**config.mk**
```make
export PLATFORM = sky130hd
export DESIGN_NAME = uart_tx_arbiter
export DESIGN_NICKNAME = d
export VERILOG_FILES = /design/src/rtl/uart_pkg.sv /design/src/rtl/rr_pick.sv /design/src/rtl/uart_tx_arbiter.sv
export SDC_FILE = /design/constraint.sdc
export NUM_CORES = 1
export LEC_CHECK = 0
export BUFFER_PORTS_ARGS = -buffer_cell sky130_fd_sc_hd__buf_2
export CAP_MARGIN = 20
export CELL_PAD_IN_SITES_DETAIL_PLACEMENT = 0
export CELL_PAD_IN_SITES_GLOBAL_PLACEMENT = 1
export CORE_MARGIN = 8
export CORE_UTILIZATION = 32
export DETAILED_ROUTE_END_ITERATION = 8
export PLACE_DENSITY_LB_ADDON = 0.1
export SKIP_CTS_REPAIR_TIMING = 1
export SYNTH_ARGS = -nofsm -noshare
export SYNTH_HDL_FRONTEND = slang
export SYNTH_SLANG_ARGS = --single-unit
```
**constraint.sdc**
```tcl
create_clock -name clk -period 2.35 [get_ports clk]
set_input_delay 0.47 -clock clk [delete_from_list [all_inputs] [get_ports clk]]
set_output_delay 0.47 -clock clk [all_outputs]
set_load 0.03 [all_outputs]
```
**src/rtl/uart_pkg.sv**
```systemverilog
// rtl/uart_pkg.sv - shared constants and FSM encoding for the UART transmit arbiter
package uart_pkg;

    localparam int BYTE_W          = 8;
    localparam int DEF_TIMEOUT_CYC = 1024;

    typedef enum logic [2:0] {
        ARB     = 3'd0,
        FETCH   = 3'd1,
        SEND    = 3'd2,
        WAIT_LO = 3'd3,
        WAIT_HI = 3'd4
    } tx_state_e;

endpackage

```
**src/rtl/rr_pick.sv**
```systemverilog
// rtl/rr_pick.sv - combinational round-robin picker, searches upward from ptr+1 with wrap-around
module rr_pick #(
    parameter int N  = 4,
    parameter int IW = 2
) (
    input  logic [N-1:0]  req,
    input  logic [IW-1:0] ptr,
    output logic          found,
    output logic [IW-1:0] idx
);

    logic [2*N-1:0] dbl;
    logic [N-1:0]   rot;
    logic [IW-1:0]  off;
    logic [IW:0]    sum;

    // Rotating the doubled vector puts requester ptr+1 at bit 0.
    assign dbl = {req, req} >> (ptr + 1'b1);
    assign rot = dbl[N-1:0];

    always_comb begin
        found = |req;
        off   = '0;
        for (int k = N - 1; k >= 0; k--) begin
            if (rot[k]) begin
                off = IW'(k);
            end
        end
        sum = {1'b0, ptr} + {1'b0, off} + (IW + 1)'(1);
        if (sum >= (IW + 1)'(N)) begin
            sum = sum - (IW + 1)'(N);
        end
        idx = sum[IW-1:0];
    end

endmodule

```
**src/rtl/uart_tx_arbiter.sv**
```systemverilog
// rtl/uart_tx_arbiter.sv - frame-atomic round-robin arbiter feeding one uarttx; FRAME_TIMEOUT_EN adds a mid-frame stall abort
module uart_tx_arbiter
    import uart_pkg::*;
#(
    parameter int NUM_REQ     = 4,
    parameter int IDW         = 2,
    parameter int TIMEOUT_CYC = DEF_TIMEOUT_CYC
) (
    input  logic                      clk,
    input  logic                      reset_n,
    input  logic [NUM_REQ-1:0]        req_valid,
    input  logic [BYTE_W*NUM_REQ-1:0] req_data,
    input  logic [NUM_REQ-1:0]        req_last,
    output logic [NUM_REQ-1:0]        req_ready,
    output logic [BYTE_W-1:0]         tx_data,
    output logic                      tx_wrsig,
    input  logic                      tx_idle,
    output logic                      busy,
    output logic [IDW-1:0]            grant_id,
    output logic                      abort_pulse
);

    tx_state_e          state_q, state_d;
    logic [IDW-1:0]     ptr_q, ptr_d;
    logic [IDW-1:0]     grant_q, grant_d;
    logic [BYTE_W-1:0]  data_q;
    logic               last_q;
    logic               pick_found;
    logic [IDW-1:0]     pick_idx;
    logic [BYTE_W-1:0]  sel_data;
    logic               sel_last;
    logic               accept;
    logic               timeout;

    rr_pick #(
        .N  (NUM_REQ),
        .IW (IDW)
    ) u_rr_pick (
        .req   (req_valid),
        .ptr   (ptr_q),
        .found (pick_found),
        .idx   (pick_idx)
    );

    always_comb begin
        sel_data = '0;
        sel_last = 1'b0;
        for (int i = 0; i < NUM_REQ; i++) begin
            if (grant_q == IDW'(i)) begin
                sel_data = req_data[i*BYTE_W +: BYTE_W];
                sel_last = req_last[i];
            end
        end
    end

    assign accept = (state_q == FETCH) && req_valid[grant_q] && tx_idle;

`ifdef FRAME_TIMEOUT_EN
    localparam int TW = (TIMEOUT_CYC > 2) ? $clog2(TIMEOUT_CYC) : 1;
    logic [TW-1:0] stall_q;

    // Counts only while waiting in FETCH; any other state or an accept restarts it.
    always_ff @(posedge clk) begin
        if (!reset_n || state_q != FETCH || accept) begin
            stall_q <= '0;
        end else begin
            stall_q <= stall_q + 1'b1;
        end
    end

    assign timeout     = (state_q == FETCH) && !accept && (stall_q == TW'(TIMEOUT_CYC - 1));
    assign abort_pulse = reset_n && timeout;
`else
    assign timeout     = 1'b0;
    assign abort_pulse = 1'b0;
`endif

    always_ff @(posedge clk) begin
        if (!reset_n) begin
            state_q <= ARB;
            ptr_q   <= IDW'(NUM_REQ - 1);
            grant_q <= '0;
            data_q  <= '0;
            last_q  <= 1'b0;
        end else begin
            state_q <= state_d;
            ptr_q   <= ptr_d;
            grant_q <= grant_d;
            if (accept) begin
                data_q <= sel_data;
                last_q <= sel_last;
            end
        end
    end

    always_comb begin
        state_d = state_q;
        ptr_d   = ptr_q;
        grant_d = grant_q;
        case (state_q)
            ARB: begin
                if (pick_found) begin
                    grant_d = pick_idx;
                    state_d = FETCH;
                end
            end
            FETCH: begin
                if (accept) begin
                    state_d = SEND;
                end else if (timeout) begin
                    ptr_d   = grant_q;
                    state_d = ARB;
                end
            end
            SEND: begin
                state_d = WAIT_LO;
            end
            WAIT_LO: begin
                if (!tx_idle) begin
                    state_d = WAIT_HI;
                end
            end
            WAIT_HI: begin
                if (tx_idle) begin
                    if (last_q) begin
                        ptr_d   = grant_q;
                        state_d = ARB;
                    end else begin
                        state_d = FETCH;
                    end
                end
            end
            default: begin
                state_d = ARB;
            end
        endcase
    end

    // Strobes are gated by reset so a mid-frame reset stops the handshake at once.
    assign req_ready = (reset_n && accept) ? (NUM_REQ'(1) << grant_q) : '0;
    assign tx_wrsig  = reset_n && (state_q == SEND);
    assign tx_data   = data_q;
    assign busy      = (state_q != ARB);
    assign grant_id  = grant_q;

endmodule

```
# [After elaboration in Yosys (flattened, before gate mapping)]
# Cells that the tools add are included.
[word_totals] register_bits=16 input_bits=43 out_inout_bits=17
[op_classes] n_addsub=4 n_lt_le_gt_ge=2 n_eq_ne=11 shift=2 mux=22 n_reduce_logical=11
[ops] operator="two-way mux 8 bit" count=4
[ops] operator="one-hot mux 3 bit (5 select lines)" count=1
[ops] operator="two-way mux 3 bit" count=4
[ops] operator="two-way mux 2 bit" count=5
[ops] operator="!= test 2 bit, second input constant" count=4
[ops] operator="right shift 8 x 2 -> 4 bit" count=1
[ops] operator="== test 3 x 2 -> 1 bit, second input constant" count=2
[ops] operator="two-way mux 1 bit" count=6
[ops] operator="== test 2 bit, second input constant" count=2
[ops] operator="logical AND 1 bit" count=4
[ops] operator="two-way mux 4 bit" count=1
[ops] operator="AND reduction 4 bit" count=1
[ops] operator="OR reduction 4 bit" count=1
[ops] operator="<< shifter 1 x 2 -> 4 bit, first input constant" count=1
[ops] operator="adder 2 x 2 -> 3 bit" count=1
[ops] operator="adder 3 x 1 -> 3 bit, second input constant" count=1
[ops] operator="== test 3 x 1 -> 1 bit, second input constant" count=1
[ops] operator="== test 3 bit, second input constant" count=1
[ops] operator=">= comparator 3 bit, second input constant" count=1
[ops] operator="zero test 3 bit" count=1
[ops] operator="less-than comparator 2 x 3 -> 1 bit, second input constant" count=1
[ops] operator="AND reduction 3 bit" count=1
[ops] operator="nonzero test 3 bit" count=1
[ops] operator="adder 2 x 1 -> 2 bit, second input constant" count=1
[ops] operator="other kinds (5)" count=5

# [Depth between registers and ports, before layout]
# Gate-level depths: netlist of the first run.
[depth] depth_word=10 ltp_mapped=11 depth_no_buf=10

# [Modules after synthesis]
# A second synthesis of the first run with hierarchy kept.
[unflattened] cells_unflattened=127 hier_area_um2=1203.7
[modules_own_cells] mod="uart_tx_arbiter" instances=1 cells_each=98 area_each_um2=1018.5 seq_area_each_um2=320.3
[modules_own_cells] mod="rr_pick" instances=1 cells_each=29 area_each_um2=185.2 seq_area_each_um2=0.0

# [Least setup slack after synthesis of the first run]
# Ideal clock, no wire load.
[synth_timing] path_kind="register -> output" startpoint="register grant_q[0] (netlist: grant_id[0])" endpoint="output req_ready[1]" arrival_ps=2099 t_required_ps=1880 slack_ps=-219 stages_incl_launch_ff=8 cell_sequence="dfxtp_1 buf_2 mux4_2 nand4_1 buf_6 inv_2 nand2_1 nor3b_1"
[synth_between] elab_chain_cells=6
[synth_lines] element="from (decl)" line_no="uart_tx_arbiter.sv:25" text="logic [IDW-1:0] grant_q, grant_d;"
[synth_lines] element="from (signal assigned)" line_no="uart_tx_arbiter.sv:88" text="grant_q <= grant_d;"
[synth_lines] element="binary-select mux 1 bit (select 2 bit)" line_no="uart_tx_arbiter.sv:56" text="assign accept = (state_q == FETCH) && req_valid[grant_q] && tx_idle;"
[synth_lines] element="two-way mux 1 bit (implied by the code)" line_no="uart_tx_arbiter.sv:56"
[synth_lines] element="logical AND 1 bit (2 in a row)" line_no="uart_tx_arbiter.sv:56"
[synth_lines] element="logical AND 1 bit" line_no="uart_tx_arbiter.sv:140" text="assign req_ready = (reset_n && accept) ? (NUM_REQ'(1) << grant_q) : '0;"
[synth_lines] element="two-way mux 4 bit (*)" line_no="uart_tx_arbiter.sv:140"
[synth_lines] element="to (decl)" line_no="uart_tx_arbiter.sv:14" text="output logic [NUM_REQ-1:0] req_ready,"
# Mark *: on every way between the ends. The rest lies on a longest branch, timed or not. The select of a mux whose other input is x is not followed.

# [Final worst setup path of the first run]
[layout_timing] startpoint="register grant_q[1] (netlist: grant_id[1])" endpoint="output req_ready[3]"
# The elaborated chain is that of the path after synthesis.

==> results of run 1 <==
[area by class of cell]
| cell class | count | area (um2) |
|---|---|---|
| timing repair buffer | 64 | 335 |
| sequential | 16 | 320 |
| fill | 364 | 1860 |
| inverter | 6 | 22.5 |
| clock buffer | 3 | 22.5 |
| multi-input combinational | 90 | 741 |
| tap | 46 | 57.6 |
[cells by family (layout without fill, tap and decap cells)]
logic type | Yosys count | in the layout | synth area share
XOR/XNOR | 1 | 1 | 0.00770
AND/OR/NAND/NOR | 48 | 48 | 0.208
AO/OA/AOI/OAI | 18 | 18 | 0.105
adder cells (fa/ha/maj) | 1 | 1 | 0.0110
buffers and inverters | 18 | 73 | 0.0825
other | 1 | 1 | 0.00330
flip-flops | 16 | 16 | 0.282
multiplexers | 21 | 21 | 0.301
[layout by cell type, fill, tap and decap left out, drive strengths merged, types with 2 or more instances in the layout]
cell type	n
nand2	6
nor4	2
o221ai	2
mux4	10
nand3	4
dfxtp	16
o32ai	2
a21oi	6
o21ai	3
nor3b	2
nor2	21
nand4	2
nor3	4
or2	2
buf	64
inv	6
mux2i	11
clkbuf	3
[stage by stage]
step	utilization	worst slack [ns]	hold WS [ns]
floorplan	-	0.0320	0.486
global placement	0.438	0.213	0.472
detailed placement	0.438	0.181	0.483
CTS	0.445	0.0856	0.403
global route	0.446	0.00796	0.431
finish	0.446	0.117	0.422
[registers in the layout (all words and copies together), names as in the netlist]
register / flops
grant_id: 2
ptr_q: 2
tx_data: 8
state_q: 3
last_q: 1
[layer usage]
metal,up-vias,track usage
li1,566,-
met1,535,0.136
met2,26,0.184
met3,2,0.0526
met4,0,0.0277
met5,-,0
[worst paths after layout]
| check | startpoint | to | slack (ns) | cells after the start |
|---|---|---|---|---|
| setup / recovery | grant_id[1] | req_ready[3] | 0.12 | 5 |
| hold / removal | reset_n | ptr_q[1] | 0.42 | 2 |
| setup reg to reg | ptr_q[0] | grant_id[1] | 0.62 | 9 |
| hold reg to reg | tx_data[1] | tx_data[1] | 0.50 | 2 |
[power by group]
| part | total, W | leakage (nW) | switching (W) | internal [W] |
|---|---|---|---|---|
| Combinational | 0.000242 | 0.596 | 0.000125 | 0.000118 |
| Clock | 0.000141 | 0.0138 | 0.0000816 | 0.0000594 |
| Sequential | 0.000302 | 0.130 | 0.0000152 | 0.000287 |
==> results.py, run 1 <==
metrics = {
    "outcome": {
        "outcome": "finished, final reports clean",
    },
    "cts": {
        "root_buffer": "clkbuf_4",
        "clk_latency_ns": 0.28,
        "clockBufferDepth": 2,
        "clkSlewWorstSetupHoldPaths_ns": 0.09,
        "cts.htree.levels": 1,
        "cts_buffers": 3,
        "clock_sinks": 16,
        "cts_tree": "yes",
    },
    "yosys": {
        "syn_area_mm2": 0.00114,
        "synth_warnings": 0,
        "ys_seq_area_frac": 0.282,
        "synth_seq_cells": 16,
        "synth_nets": 168,
        "synth-main-ff-cell": "dfxtp_1",
        "syn-mean-instance-area_um2": 9.17,
        "synth_cell_type_count": 35,
        "synth_area_leaders": "dfxtp_1, mux4_2, mux2i_1",
        "yosys-top-cells-count": "nor2_1, dfxtp_1, mux2i_1",
        "synth_top_cell_by_area": "dfxtp_1",
        "synth_edf_count": 0,
        "synth_top_area_share": 0.282,
        "async_flop_share": 0,
        "syn_inst": 124,
        "yosysMostFrequentCell": "nor2_1",
    },
    "route": {
        "routed.top_layer": "met4",
        "drcViolationCount": 0,
        "ant_nets": 0,
        "drt_iter0_markers": 25,
        "wl_met1_um": 1390,
        "routed-wl-met2_um": 1580,
        "viasPerCell": 5.02,
        "drt-total-wl_um": 3170,
        "vias": 1129,
        "wl_met3_um": 184,
        "wl_per_cell_um": 14.1,
        "first_pass_iters": 4,
    },
    "power": {
        "power_density_mw_per_mm2": 457,
        "p_leak_nw": 0.740,
        "finalPower_w": 0.000685,
        "ir_drop_mv": 0.280,
    },
    "placement": {
        "placed_cell_area_mm2": 0.00147,
        "port_buffers": 58,
        "dp.cells": 222,
        "dp_hpwl_um": 2630,
        "gp_congestion": 0.840,
    },
    "timing": {
        "clock.fmax_ghz": 0.448,
        "finalMaxSlewViolations": 0,
        "finalHoldViolCount": 0,
        "fin_crit_ns": 2.23,
        "setup_viol": 0,
        "finalClockSkew_ns": 0.00333,
        "rsz0062_at_grt": "false",
        "fin_crit_sh": 0.950,
        "final.setup.tns_ns": 0,
    },
    "floorplan": {
        "die_h_um": 75.6,
        "start_util": 0.338,
        "rows": 21,
        "die_area_mm2": 0.00572,
        "core-area_mm2": 0.00336,
        "die_w_um": 75.6,
        "io_pins": 60,
    },
    "worst_setup_path": {
        "path_cells": "mux4_2, nand4_1, inv_2, and4_1, buf_2",
        "cp.arrival_ns": 1.76,
        "slowest_stage": "mux4_2",
        "crit_path_end_kind": "output port",
        "cpPeakStageDelay_ns": 0.53,
        "cp-start-kind": "flip-flop",
        "crit_buf_inv": 2,
        "path_class": "flip-flop to output port",
        "cp_max_fo": 3,
        "required_ns": 1.88,
        "cp_top_family": "multiplexers",
    },
    "finish": {
        "final_area_mm2": 0.00150,
        "fin_nets": 225,
        "syn_to_final_growth_pct": 31.8,
        "drive_gt1_frac": 0.464,
        "diodes": 0,
        "stdcell_count": 225,
    },
    "global_route": {
        "grt_usage": 0.115,
        "grt_max_degree": 17,
        "grt_pass1_wl_um": 5090,
        "overflow": 0,
        "grt_pass1_vias": 1127,
        "grt_antenna_before_repair": 0,
    },
    "flow_run": {
        "max-cap-violations": 0,
    },
    "worst_hold_path": {
        "hold_class": "input port to flip-flop",
    },
}
Note: power is estimated with default switching activity, not from simulation.
==> run 2, diff against run 1 <==
==> constraint.sdc (replaced) <==
create_clock -name clk -period 2.3 [get_ports clk]
set_input_delay 0.46 -clock clk [delete_from_list [all_inputs] [get_ports clk]]
set_output_delay 0.46 -clock clk [all_outputs]
set_load 0.03 [all_outputs]
==> results.py, run 2 (synthesis gave the netlist of run 1 again) <==
metrics = {
    "outcome": {
        "outcome": "finished, final reports clean",
    },
    "timing": {
        "finalHoldViolCount": 0,
        "fin_crit_ns": 2.19,
        "rsz0062_at_grt": "false",
        "finalClockSkew_ns": 0.000926,
        "clock.fmax_ghz": 0.457,
        "finalMaxSlewViolations": 0,
        "fin_crit_sh": 0.951,
        "setup_viol": 0,
    },
    "finish": {
        "diodes": 0,
        "layout_commonest_cell": "buf_2",
        "fin_nets": 227,
        "final_util": 0.455,
        "syn_to_final_growth_pct": 34.7,
        "final_area_mm2": 0.00153,
        "largest_reg_flops": 8,
        "mostFrequentLayoutCells": "buf_2, nor2_1, dfxtp_1",
        "drive_gt1_frac": 0.478,
    },
    "floorplan": {
        "core-area_mm2": 0.00336,
        "rows": 21,
        "die_w_um": 75.6,
        "die_area_mm2": 0.00572,
        "io_pins": 60,
        "die_h_um": 75.6,
        "start_util": 0.338,
    },
    "cts": {
        "cts_buffers": 3,
        "clk_latency_ns": 0.29,
        "clock_sinks": 16,
        "clkSlewWorstSetupHoldPaths_ns": 0.10,
        "clockBufferDepth": 2,
        "cts_tree": "yes",
        "root_buffer": "clkbuf_4",
        "cts.htree.levels": 1,
    },
    "worst_setup_path": {
        "cp_max_fo": 2,
        "required_ns": 1.84,
        "cp.arrival_ns": 1.73,
        "cp-start-kind": "flip-flop",
        "path_class": "flip-flop to output port",
        "crit_path_end_kind": "output port",
        "r2r_slack_ns": 0.58,
    },
    "placement": {
        "gp_congestion": 0.932,
        "port_buffers": 58,
        "placed_cell_area_mm2": 0.00148,
        "dp_hpwl_um": 2620,
    },
    "global_route": {
        "grt_usage": 0.117,
        "grt_pass1_vias": 1173,
        "grt_max_degree": 17,
        "overflow": 0,
        "grt_antenna_before_repair": 0,
        "grt_pass1_wl_um": 5240,
    },
    "route": {
        "wl_per_cell_um": 14.2,
        "vias": 1152,
        "viasPerCell": 5.05,
        "drcViolationCount": 0,
        "ant_nets": 0,
        "first_pass_iters": 4,
        "drt-total-wl_um": 3240,
        "drt_iter0_markers": 41,
    },
    "worst_hold_path": {
        "hold_class": "input port to flip-flop",
    },
    "power": {
        "p_leak_nw": 0.757,
        "ir_drop_mv": 0.302,
        "power_density_mw_per_mm2": 493,
        "finalPower_w": 0.000755,
    },
    "flow_run": {
        "max-cap-violations": 0,
    },
}
==> run 2: cell count changes in the layout (fill, tap and decap cells not counted) <==
cell      delta
buf_4        +3
buf_2        -1
clkbuf_8     +1
dfxtp_1      -1
dfxtp_2      +1
==> run 2: metal layers <==
layer,part of all wire,global-route usage
met5,0,0
met4,0.0034,0.0213
met3,0.083,0.0553
met2,0.51,0.192
met1,0.40,0.136
==> run 2: worst max-delay path: stages (launching register included) <==
cell and delay (ns):
dfxtp_2 0.35, mux4_2 0.51, nand4_1 0.16, inv_2 0.05, and4_1 0.19, buf_2 0.17
==> run 2: worst paths after layout <==
kind,start,depth (start not counted),end
setup / recovery,grant_id[1],5,req_ready[3]
hold / removal,reset_n,2,ptr_q[0]
setup reg to reg,ptr_q[0],9,grant_id[1]
hold reg to reg,tx_data[6],2,tx_data[6]
==> run 2: through the flow <==
stage / hold WS (ns) / setup TNS (ns) / setup slack [ns] / std cells
6_report: 0.396 / 0 / 0.113 / 228
5_1_grt: 0.391 / 0 / 0.0205 / 228
4_1_cts: 0.382 / 0 / 0.0224 / 227
3_5_place_dp: 0.483 / 0 / 0.162 / 223
3_3_place_gp: 0.472 / 0 / 0.187 / 223
2_1_floorplan: 0.486 / -0.00797 / -0.00797 / 124
==> run 2: final cells by class <==
class / count / area, um2
flip-flops and latches: 16 / 322
repair buffers: 66 / 353
multi-input cells: 90 / 741
inverters: 6 / 22.5
clock buffers: 4 / 36.3
well taps: 46 / 57.6
fillers: 365 / 1830
==> run 2: power by group <==
group	internal [W]	total [W]	leakage [nW]	switching (W)
registers	0.000293	0.000309	0.131	0.0000158
clock network	0.0000965	0.000193	0.0210	0.0000964
logic	0.000124	0.000254	0.605	0.000129
